<file path="src/rtl/stream_reader.sv">
// stream_reader: in-order word-read engine feeding a response FIFO and a valid/ready output stream.
// Define STREAM_READER_STALL_CNT_EN to build the stall_cycles_o backpressure counter.
module stream_reader #(
  parameter int FIFO_DEPTH = 4
) (
  input  logic        clk_i,
  input  logic        rst_i,
  input  logic        start_i,
  input  logic        clear_i,
  input  logic [31:0] base_addr_i,
  input  logic [15:0] size_i,
  input  logic [15:0] stride_i,
  output logic        busy_o,
  output logic        done_o,
  output logic        mem_req_o,
  output logic [31:0] mem_addr_o,
  input  logic        mem_gnt_i,
  input  logic        mem_rvalid_i,
  input  logic [31:0] mem_rdata_i,
  output logic [31:0] data_o,
  output logic        data_valid_o,
  input  logic        data_ready_i,
  output logic [31:0] stall_cycles_o
);

  localparam int AW = $clog2(FIFO_DEPTH);
  localparam int CW = AW + 1;
  localparam logic [CW:0] LP_DEPTH = (CW+1)'(FIFO_DEPTH);

  typedef enum logic [2:0] {
    S_IDLE,
    S_RUN,
    S_WAIT,
    S_DONE,
    S_FLUSH
  } state_t;

  state_t        r_state;
  state_t        w_state_nxt;

  logic [31:0]   r_addr;
  logic [15:0]   r_size;
  logic [15:0]   r_stride;
  logic [15:0]   r_req_cnt;
  logic [15:0]   r_out_cnt;
  logic [CW-1:0] r_pending;
  logic [CW-1:0] r_count;
  logic [AW-1:0] r_wr_ptr;
  logic [AW-1:0] r_rd_ptr;
  logic [31:0]   r_mem [FIFO_DEPTH];

  logic          w_start;
  logic          w_req;
  logic          w_grant;
  logic          w_rsp;
  logic          w_push;
  logic          w_pop;
  logic          w_credit_ok;
  logic [CW-1:0] w_pending_nxt;

  // A start is only honoured from IDLE, and a simultaneous clear drops it.
  assign w_start       = start_i && (r_state == S_IDLE) && !clear_i;
  // Words in the FIFO plus words still in flight may never exceed the FIFO size.
  assign w_credit_ok   = ({1'b0, r_count} + {1'b0, r_pending}) < LP_DEPTH;
  assign w_req         = (r_state == S_RUN) && (r_req_cnt < r_size) && w_credit_ok;
  assign w_grant       = w_req && mem_gnt_i;
  assign w_rsp         = mem_rvalid_i && (r_pending != '0);
  // A grant in the clear cycle still produces a response, so it is counted for FLUSH.
  assign w_pending_nxt = r_pending + CW'(w_grant) - CW'(w_rsp);
  assign w_push        = mem_rvalid_i && !clear_i && ((r_state == S_RUN) || (r_state == S_WAIT));
  assign w_pop         = (r_count != '0) && data_ready_i;

  assign mem_req_o     = w_req;
  assign mem_addr_o    = r_addr;
  assign data_valid_o  = (r_count != '0);
  assign data_o        = (r_count != '0) ? r_mem[r_rd_ptr] : 32'h0;

  // NOTE: sequential state uses non-blocking assignments so every flop samples pre-edge values.
  always_ff @(posedge clk_i or posedge rst_i) begin
    if (rst_i) begin
      r_state <= S_IDLE;
    end else begin
      r_state <= w_state_nxt;
    end
  end

  // NOTE: outputs and next state get defaults first so no path through the block infers a latch.
  always_comb begin
    w_state_nxt = r_state;
    busy_o      = (r_state != S_IDLE);
    done_o      = 1'b0;
    case (r_state)
      S_IDLE: begin
        if (w_start) begin
          w_state_nxt = (size_i == 16'h0) ? S_DONE : S_RUN;
        end
      end
      S_RUN: begin
        if (w_grant && ((r_req_cnt + 16'd1) == r_size)) begin
          w_state_nxt = S_WAIT;
        end
      end
      S_WAIT: begin
        if (r_out_cnt == r_size) begin
          w_state_nxt = S_DONE;
        end
      end
      S_DONE: begin
        done_o      = 1'b1;
        w_state_nxt = S_IDLE;
      end
      S_FLUSH: begin
        if (w_pending_nxt == '0) begin
          w_state_nxt = S_IDLE;
        end
      end
      default: w_state_nxt = S_IDLE;
    endcase
    if (clear_i) begin
      w_state_nxt = (w_pending_nxt != '0) ? S_FLUSH : S_IDLE;
    end
  end

  always_ff @(posedge clk_i or posedge rst_i) begin
    if (rst_i) begin
      r_addr    <= 32'h0;
      r_size    <= 16'h0;
      r_stride  <= 16'h0;
      r_req_cnt <= 16'h0;
      r_out_cnt <= 16'h0;
      r_pending <= '0;
    end else if (w_start) begin
      r_addr    <= base_addr_i;
      r_size    <= size_i;
      r_stride  <= stride_i;
      r_req_cnt <= 16'h0;
      r_out_cnt <= 16'h0;
      r_pending <= '0;
    end else begin
      if (w_grant) begin
        r_addr    <= r_addr + {16'h0, r_stride};
        r_req_cnt <= r_req_cnt + 16'd1;
      end
      if (w_pop) begin
        r_out_cnt <= r_out_cnt + 16'd1;
      end
      r_pending <= w_pending_nxt;
    end
  end

  always_ff @(posedge clk_i or posedge rst_i) begin
    if (rst_i) begin
      r_count  <= '0;
      r_wr_ptr <= '0;
      r_rd_ptr <= '0;
    end else if (clear_i) begin
      r_count  <= '0;
      r_wr_ptr <= '0;
      r_rd_ptr <= '0;
    end else begin
      if (w_push) begin
        r_wr_ptr <= r_wr_ptr + AW'(1);
      end
      if (w_pop) begin
        r_rd_ptr <= r_rd_ptr + AW'(1);
      end
      case ({w_push, w_pop})
        2'b10:   r_count <= r_count + CW'(1);
        2'b01:   r_count <= r_count - CW'(1);
        default: r_count <= r_count;
      endcase
    end
  end

  // NOTE: the storage array has no reset; data_o is gated by the occupancy count instead.
  always_ff @(posedge clk_i) begin
    if (w_push) begin
      r_mem[r_wr_ptr] <= mem_rdata_i;
    end
  end

`ifdef STREAM_READER_STALL_CNT_EN
  logic [31:0] r_stall_cnt;

  always_ff @(posedge clk_i or posedge rst_i) begin
    if (rst_i) begin
      r_stall_cnt <= 32'h0;
    end else if (w_start) begin
      r_stall_cnt <= 32'h0;
    end else if (data_valid_o && !data_ready_i && (r_stall_cnt != 32'hFFFF_FFFF)) begin
      r_stall_cnt <= r_stall_cnt + 32'd1;
    end
  end

  assign stall_cycles_o = r_stall_cnt;
`else
  assign stall_cycles_o = 32'h0;
`endif

endmodule

</file>
<file path="config.mk">
export PLATFORM = sky130hd
export DESIGN_NAME = stream_reader
export DESIGN_NICKNAME = d
export VERILOG_FILES = /design/src/rtl/stream_reader.sv
export SDC_FILE = /design/constraint.sdc
export NUM_CORES = 1
export LEC_CHECK = 0
export ABC_AREA = 1
export CAP_MARGIN = 0
export CORE_MARGIN = 5
export CORE_UTILIZATION = 45
export DETAILED_ROUTE_END_ITERATION = 10
export PLACE_DENSITY = 0.81
export SYNTH_ARGS = -nofsm -noshare
export SYNTH_HDL_FRONTEND = slang
export SYNTH_SLANG_ARGS = --single-unit
</file>
<file path="constraint.sdc">
create_clock -name clk_i -period 10.4 [get_ports clk_i]
set_input_delay 2.08 -clock clk_i [delete_from_list [all_inputs] [get_ports clk_i]]
set_output_delay 2.08 -clock clk_i [all_outputs]
set_load 0.02 [all_outputs]
</file>
== Yosys cells after proc, flatten, opt, wreduce, memory -nomap -nowiden ==
Memory sizes are Yosys's and may differ from the RTL's.
Cells that the tools add are included.

* $lt $le $gt $ge: 2
* Equality and inequality tests: 12
* Shift operators: 0
* Multiply operators: 0
* Bitwise gates (word level): 0
* Reductions and logical operators: 25
* Add/subtract/negate cells: 10
* Muxes and demuxes: 25
* Divide/modulo/power cells: 0

{| class="wikitable"
|+ Operators with widths
! operator !! number
|-
| 2-to-1 mux 32 bit || 3
|-
| 2-to-1 mux 16 bit || 4
|-
| adder 16 x 1 -> 16 bit (second input constant) || 2
|-
| adder 32 x 16 -> 32 bit || 1
|-
| equality test 16 bit || 2
|-
| 2-to-1 mux 3 bit || 8
|-
| logical NOT 16 bit || 1
|-
| < comparator 16 bit || 1
|-
| nonzero test 3 bit || 5
|-
| one-hot mux 3 bit (4 select lines) || 1
|-
| logical AND 1 bit || 10
|-
| 2-to-1 mux 2 bit || 5
|-
| nonzero test 2 bit || 4
|-
| equality test 3 x 2 -> 1 bit (second input constant) || 2
|-
| logical NOT 3 bit || 2
|-
| != test 3 x 2 -> 1 bit (second input constant) || 2
|-
| != test 3 bit (second input constant) || 2
|-
| one-hot mux 3 bit (2 select lines) || 1
|-
| adder 2 x 1 -> 2 bit (second input constant) || 2
|-
| adder 3 x 3 -> 4 bit || 1
|-
| < comparator 4 x 3 -> 1 bit (second input constant) || 1
|-
| AND reduction 4 bit || 1
|-
| adder 3 x 1 -> 3 bit || 1
|-
| adder 3 x 1 -> 3 bit (second input constant) || 1
|-
| 9 further kinds || 11
|}

* Input port bits: 103
* Latch bits: 0
* Output and inout port bits: 100
* Memories kept: 1
* Bits in read-only memories: 0
* Logic and storage cells: 85
* Bits in registers: 109
* Memory bits (writable): 128

{| class="wikitable"
|+ Memory list
! memory !! words !! bits a word !! read ports !! clocked after Yosys merged registers in !! write ports !! line !! RTL
|-
| r_mem || 4 || 32 || 1 || 0 || 1 || 50 || <nowiki>logic [31:0] r_mem [FIFO_DEPTH];</nowiki>
|}

== Longest topological paths before layout ==
Gate-level depths: netlist (run 1).

* Depth after elaboration: 10
* Depth in mapped cells: 28
* Gate-level depth less buffers: 26

== Worst setup path before layout (run 1) ==
Ideal clock, no wire load.

* Path kind: input port to flip-flop
* From: input port mem_gnt_i
* To: register r_state[1]
* Cell stages on the path: 16
* Setup slack: 6.172 ns
* Arrival: 4.162 ns
* Required time: 10.334 ns
* Buffers on the path: 2
* Library setup time: 0.066 ns
* Cells stage by stage: nand3_2 buf_6 buf_2 ha_1 inv_1 ha_1 inv_1 fa_1 xnor2_1 xor2_1 nand3_1 a21oi_1 nand2_1 nand2_1 nand3_1 nand2_1

* Cells in the longest elaborated chain, start to end: 6
* Elaborated cells on any way between the ends: 8
* Those cells by class: add/sub: 2; eq/ne: 2; reduce/logical: 4

{| class="wikitable"
|+ RTL lines
! what !! line !! RTL
|-
| from (decl) || 17 || <nowiki>input logic mem_gnt_i,</nowiki>
|-
| logical AND 1 bit (*) || 66 || <nowiki>assign w_grant = w_req && mem_gnt_i;</nowiki>
|-
| adder 3 x 1 -> 3 bit || 69 || <nowiki>assign w_pending_nxt = r_pending + CW'(w_grant) - CW'(w_rsp);</nowiki>
|-
| subtractor 3 x 1 -> 3 bit || 69 ||
|-
| logical NOT 3 bit || 113 || <nowiki>if (w_pending_nxt == '0) begin</nowiki>
|-
| != test 3 bit (no line) || - ||
|-
| AND reduction 4 bit (no line) (*) || - ||
|-
| to (signal assigned) || 83 || <nowiki>r_state <= w_state_nxt;</nowiki>
|-
| to (decl) || 38 || <nowiki>state_t r_state;</nowiki>
|}

Mark *: on every way between the ends. The rest lies on a longest branch, timed or not.
A chain may end at the register's enable or synchronous reset.

== Worst setup path after layout (run 1) ==
* From: register r_rd_ptr[0]
* To: output port data_o[1]

* Cells in the longest elaborated chain, start to end: 2

{| class="wikitable"
|+ RTL lines
! what !! line !! RTL
|-
| from (decl) || 49 || <nowiki>logic [AW-1:0] r_rd_ptr;</nowiki>
|-
| from (signal assigned) || 165 || <nowiki>r_rd_ptr <= r_rd_ptr + AW'(1);</nowiki>
|-
| memory (4 x 32 bit) || - ||
|-
| 2-to-1 mux 32 bit || 76 || <nowiki>assign data_o = (r_count != '0) ? r_mem[r_rd_ptr] : 32'h0;</nowiki>
|-
| to (decl) || 20 || <nowiki>output logic [31:0] data_o,</nowiki>
|}

No other way between the ends.

==> reports/metrics.yaml, run 1 <==
synth:
  yosysWarnings: 0
  ys_types: 47
  synthCells: 1449
  synth_top_flop_cell: "edfxtp_1"
  yosys-top-cells-area: "edfxtp_1 30%, dfrtp_1 22%, nand2_1 8.6%, nor2_1 6.5%, o21ai_0 4.8%"
  synth_common_cells: "291 x nand2_1, 218 x nor2_1, 128 x edfxtp_1, 122 x o21ai_0, 121 x inv_1"
  synth-edff-count: 128
  synth-seq-cells: 237
  synthArstFlopShare_pct: 46.0
  netlist_area_um2: 12700
  yosysSeqAreaShare_pct: 51.9
  syn_area_per_cell_um2: 8.73
  synth_area_leader_cell: "edfxtp_1"
  yosysMostFrequentCell: "nand2_1"
  netlist.area_leader.share_pct: 30.4
clocking:
  cts_tree: "yes"
  ctsResizeCount: 0
  clk_path_buf_depth: 3
  numCtsBuffers: 26
  clk_latency_ns: 0.54
  clockRootBuffer: "clkbuf_16"
  clock-sinks: 237
  path_clk_slew_ns: 0.06
  htree_levels: 1
  cts_setup_buffers: 0
  ctsHoldBuffers: 0
worst_hold_path:
  hold_path.class: "reg2reg"
floorplan:
  pin_count: 203
  core-area_um2: 27800
  initial_utilization_pct: 45.5
  dieHeight_um: 178
  row_count: 61
  dieArea_um2: 31600
  fp.dieW_um: 178
power_and_ir_drop:
  total_leakage_power_nw: 6.41
  max-vdd-ir-drop_mv: 0.178
  power_mw: 4.20
  p_per_area_nw_per_um2: 272
placed_design:
  port_buffers: 170
  dpl.cell_count: 1961
  place_congestion: 0.907
  hpwl_mm: 22.1
detailed_routing:
  drc: 0
  drtIter0Drc: 831
  drt_pass1_iterations: 7
  vias: 10732
  routed_wl_mm: 32.5
  via_per_inst: 5.34
  detail-route-antenna-nets: 0
  wl_per_cell_um: 16.2
worst_setup_path:
  worstPathRequired_ns: 8.32
  worstPathArrival_ns: 3.21
  endpoint_kind: "output pin"
  worst_setup_path_start_kind: "register"
  crit_path_max_fanout: 66
  path_class: "reg2out"
timing:
  tightest_slew_ns: 0.975
  finClkSkew_ns: 0.0164
  setup_viol: 0
  drv_slew: 0
  hold_viol_final: 0
  rsz0062_at_grt: "no"
  relSlewSlack_pct: 35.0
  clock.fmax_mhz: 189
  finalCriticalPeriod_ns: 5.29
  tns_ns: 0
  timing.final.crit_share_pct: 50.8
cells_and_area:
  utilization_pct: 55.6
  fin_cells: 2008
  final_net_count: 1759
  syn2layout_area_growth_pct: 22.1
  diodes: 0
  final_layout_size_suffix_gt1_share_pct: 5.71
global_routing:
  grt_usage_pct: 20.4
  gr-total-overflow: 0
  grt_max_degree: 80
  grt_pass1_wl_mm: 53.0
  antenna_found_initial: 0
  grt_pass1_vias: 10796
run:
  drv_cap: 0
status:
  status: "finished, final reports clean"
[worst paths after layout]
kind	startpoint	endpoint	slack [ns]	cells after the start
max	r_rd_ptr[0]	data_o[1]	5.11	6
min	r_stride[5]	r_stride[5]	0.49	2
min reg2reg	r_stride[5]	r_stride[5]	0.49	2
min in group asynchronous	rst_i	r_req_cnt[7]	1.91	2
max reg2reg	r_size[7]	r_state[1]	6.25	22
max in group asynchronous	rst_i	r_stride[10]	7.14	3
[power breakdown]
group | internal [mW] | switching, mW | total, mW
Clock | 0.535 | 0.377 | 0.913
Combinational | 0.757 | 1.15 | 1.90
Sequential | 1.17 | 0.214 | 1.38
Total | 2.46 | 1.74 | 4.20
[cells in the final DEF, fill, tap and decap left out, types with 6 or more instances in the layout]
cell | netlist | final
a21oi_1 | 85 | 85
buf_4 | 34 | 12
clkbuf_16 | 0 | 26
clkdlybuf4s50_1 | 0 | 170
clkinv_1 | 2 | 6
clkinv_2 | 0 | 6
conb_1 | 1 | 32
dfrtp_1 | 109 | 108
edfxtp_1 | 128 | 128
ha_1 | 42 | 42
inv_1 | 121 | 120
nand2_1 | 291 | 291
nand2_2 | 7 | 7
nand3_1 | 85 | 85
nand4_1 | 18 | 18
nor2_1 | 218 | 214
nor2_2 | 3 | 7
nor3_1 | 18 | 18
nor4_1 | 9 | 9
o21ai_0 | 122 | 122
o22ai_1 | 18 | 18
xnor2_1 | 13 | 13
xor2_1 | 20 | 20
[state kept, by name, summed over array words and instances, names as in the netlist, 3 cells and up]
signal,count
mem_addr_o,32
r_count,3
r_mem,128
r_out_cnt,16
r_pending,3
r_req_cnt,16
r_size,16
r_state,3
r_stride,16
[cells by family after synthesis]
group / after synthesis / share of synthesized area, %
AND/OR/NAND/NOR: 671 / 22.8
AO/OA/AOI/OAI: 255 / 10.9
flip-flops: 237 / 51.9
buffers and inverters: 206 / 7.31
adder cells (fa/ha/maj): 45 / 4.63
XOR/XNOR: 34 / 2.46
other: 1 / 0.0296
[cell type report]
| cell class | instances | area, µm² |
|---|---|---|
| clock buffers | 32 | 713 |
| clock inverters | 15 | 138 |
| fillers | 2380 | 12300 |
| inverters | 127 | 479 |
| multi-input cells | 1037 | 5280 |
| flip-flops and latches | 237 | 6570 |
| well taps | 378 | 473 |
| repair buffers | 182 | 1790 |
[critical path, stage by stage (launching register included)]
cell and delay, ns:
dfrtp_2 0.38, buf_4 0.32, inv_1 0.30, buf_4 0.51
o21ai_0 0.21, a21oi_1 0.24, clkdlybuf4s50_1 0.64
[metal layers]
metal  up-vias  share of wire (%)  global-route usage [%]
met1      5120                 41                    26.0
met4         0                3.0                    7.35
met2       413                 49                    35.4
li1       5127                  -                       -
met5         -                  0                       0
met3        72                6.4                    2.92
[metrics by stage]
stage	setup WS, ns	hold slack [ns]	cell area [µm²]
floorplan	5.45	0.453	12800
global placement	5.31	0.467	14600
detailed placement	5.15	0.475	14600
CTS	5.07	0.490	15400
global route	4.89	0.514	15400
finish	5.11	0.488	15400
Power figures use the tool's default switching activity.
==> run 2, diff against run 1 <==
==> constraint.sdc (replaced) <==
create_clock -name clk_i -period 5.5 [get_ports clk_i]
set_input_delay 1.1 -clock clk_i [delete_from_list [all_inputs] [get_ports clk_i]]
set_output_delay 1.1 -clock clk_i [all_outputs]
set_load 0.02 [all_outputs]
==> reports/metrics.yaml, run 2 (synthesized netlist as in run 1, its figures left out) <==
worst_setup_path:
  cp_slowest_cell: "inv_1"
  worstPathRequired_ns: 4.40  # -3.92 ns
  worst_setup_path_start_kind: "register"
  crit_top_cell: "inv_1"
  crit_family: "buffers and inverters"
  endpoint_kind: "output pin"
  crit_path_max_fanout: 24  # -64%
  crit_path_max_incr_delay_ns: 0.72  # +0.08 ns
  path_class: "reg2out"
  path_cells: "inv_1, nand3_1, inv_1, buf_4, a21oi_1, clkdlybuf4s50_1"
  worstPathArrival_ns: 2.86  # -0.35 ns
  path_buf_inv: 4  # unchanged
timing:
  timing.final.crit_share_pct: 72.1
  tightest_slew_ns: 0.953  # -0.0214 ns
  whs_ns: 0.490  # +0.00228 ns
  tns_ns: 0  # unchanged
  setup_viol: 0  # unchanged
  finalCriticalPeriod_ns: 3.96
  drv_slew: 0  # unchanged
  finClkSkew_ns: 0.00796  # -0.00841 ns
  relSlewSlack_pct: 36.4  # +1.4 points
  clock.fmax_mhz: 252
  hold_viol_final: 0  # unchanged
  rsz0062_at_grt: "no"
run:
  drv_cap: 0  # unchanged
floorplan:
  pin_count: 203  # unchanged
  row_count: 61  # unchanged
  dieHeight_um: 178  # unchanged
  dieArea_um2: 31600  # unchanged
  core-area_um2: 27800  # unchanged
  fp.dieW_um: 178  # unchanged
  initial_utilization_pct: 45.5  # unchanged
power_and_ir_drop:
  netSwitchingFraction_pct: 41.4  # about the same
  p_int_mw: 4.62  # +88%
  clkPwrFrac_pct: 21.3  # -0.4 points
  p_seq_share_pct: 33.0  # about the same
  total_leakage_power_nw: 6.40  # about the same
  p_per_area_nw_per_um2: 511  # +88%
  share_comb_of_total_power_pct: 45.7  # +0.4 points
  switchingPower_mw: 3.27  # +88%
  max-vdd-ir-drop_mv: 0.319  # +79%
  power_mw: 7.89  # +88%
placed_design:
  hpwl_mm: 22.1  # about the same
  place_congestion: 0.931  # +2.6%
  port_buffers: 170  # unchanged
status:
  status: "finished, final reports clean"
cells_and_area:
  final_cell_mix: "291 x nand2_1, 214 x nor2_1, 170 x clkdlybuf4s50_1, 128 x edfxtp_1, 122 x o21ai_0"
  diodes: 0  # unchanged
  register_area_um2: 6570  # unchanged
  final_layout_size_suffix_gt1_share_pct: 5.94  # +0.23 points
  largest_reg_flops: 128  # unchanged
  syn2layout_area_growth_pct: 22.2  # about the same
  final_net_count: 1763  # +0.23%
  fillCellCount: 2426  # +1.9%
  largest_register: "r_mem"
  final_common_cell: "nand2_1"
  multi_input_area_um2: 5280  # unchanged
global_routing:
  gr-total-overflow: 0  # unchanged
  grt_pass1_wl_mm: 51.5  # -2.8%
  grt_max_degree: 68  # -15%
  grt_usage_pct: 20.0  # -0.39 points
  antenna_found_initial: 0  # unchanged
  grt_pass1_vias: 10509  # -2.7%
clocking:
  cts_setup_buffers: 0  # unchanged
  clk_path_buf_depth: 3  # unchanged
  ctsResizeCount: 0  # unchanged
  clockRootBuffer: "clkbuf_16"
  cts_tree: "yes"
  htree_levels: 1  # unchanged
  path_clk_slew_ns: 0.06  # about the same
  ctsHoldBuffers: 0  # unchanged
  numCtsBuffers: 26  # unchanged
  clk_latency_ns: 0.52  # -0.02 ns
  clock-sinks: 237  # unchanged
detailed_routing:
  drt_pass1_iterations: 7  # unchanged
  routed_wl_mm: 32.4  # -0.44%
  via_per_inst: 5.31  # -0.59%
  wl_per_cell_um: 16.1  # -0.59%
  drc: 0  # unchanged
  vias: 10685  # -0.44%
  drtIter0Drc: 763  # -8.2%
  detail-route-antenna-nets: 0  # unchanged
worst_hold_path:
  hold_path.class: "reg2reg"
-- run 2: cell count changes in the layout (fill, tap and decap cells not counted), sizes merged --
cell      delta
clkinvlp     +3
buf          +4
clkbuf       -4
-- run 2: layout make-up --
cell class	count	share of cell area (%)
timing repair buffer	186	11.8
sequential	237	42.5
multi-input combinational	1037	34.2
clock buffer	28	4.40
inverter	127	3.10
clock inverter	18	0.955
tap	378	3.06
-- run 2: power by group through the flow --
| stage | sequential (mW) | clock [mW] | combinational, mW |
|---|---|---|---|
| 6_report | 2.61 | 1.68 | 3.61 |
| 5_1_grt | 2.66 | 1.78 | 4.03 |
| 2_1_floorplan | 2.64 | 0 | 2.32 |
| 4_1_cts | 2.60 | 1.71 | 3.61 |
| 3_3_place_gp | 2.62 | 0 | 3.49 |
| 3_5_place_dp | 2.63 | 0 | 3.58 |
-- run 2: layer usage --
metal / GRT usage, % / share of wire, % / wire [µm] / up-vias
met5: 0 / 0 / 0 / -
li1: - / - / - / 5131
met2: 34.8 / 49 / 15900 / 363
met1: 25.1 / 41 / 13300 / 5104
met3: 3.00 / 6.1 / 1970 / 87
met4: 7.93 / 3.5 / 1130 / 0
-- run 2: final timing paths --
| kind | start | endpoint | slack, ns | depth (start not counted) |
|---|---|---|---|---|
| worst max-delay path | r_count[0] | data_o[10] | 1.54 | 6 |
| worst min-delay path | r_stride[4] | r_stride[4] | 0.49 | 2 |
| worst max register to register | r_size[3] | r_state[0] | 1.82 | 24 |
| worst min register to register | r_stride[4] | r_stride[4] | 0.49 | 2 |
| max in group asynchronous | rst_i | r_stride[9] | 3.59 | 3 |
| min in group asynchronous | rst_i | r_size[10] | 0.90 | 2 |
-- run 2: tightest hold or removal path, stage by stage, from the launching register on --
cell	delay [ns]
dfrtp_1	0.34
nand2_1	0.06
nand2_1	0.06
-- run 2: metrics by stage --
step / setup WS, ns / area, µm² / util (%) / instances
global route: 1.34 / 15500 / 55.6 / 2011
global placement: 1.74 / 14600 / 52.7 / 1965
floorplan: 1.53 / 12800 / - / 1480
CTS: 1.44 / 15500 / 55.6 / 2011
finish: 1.54 / 15500 / 55.6 / 2011
detailed placement: 1.69 / 14600 / 52.7 / 1965
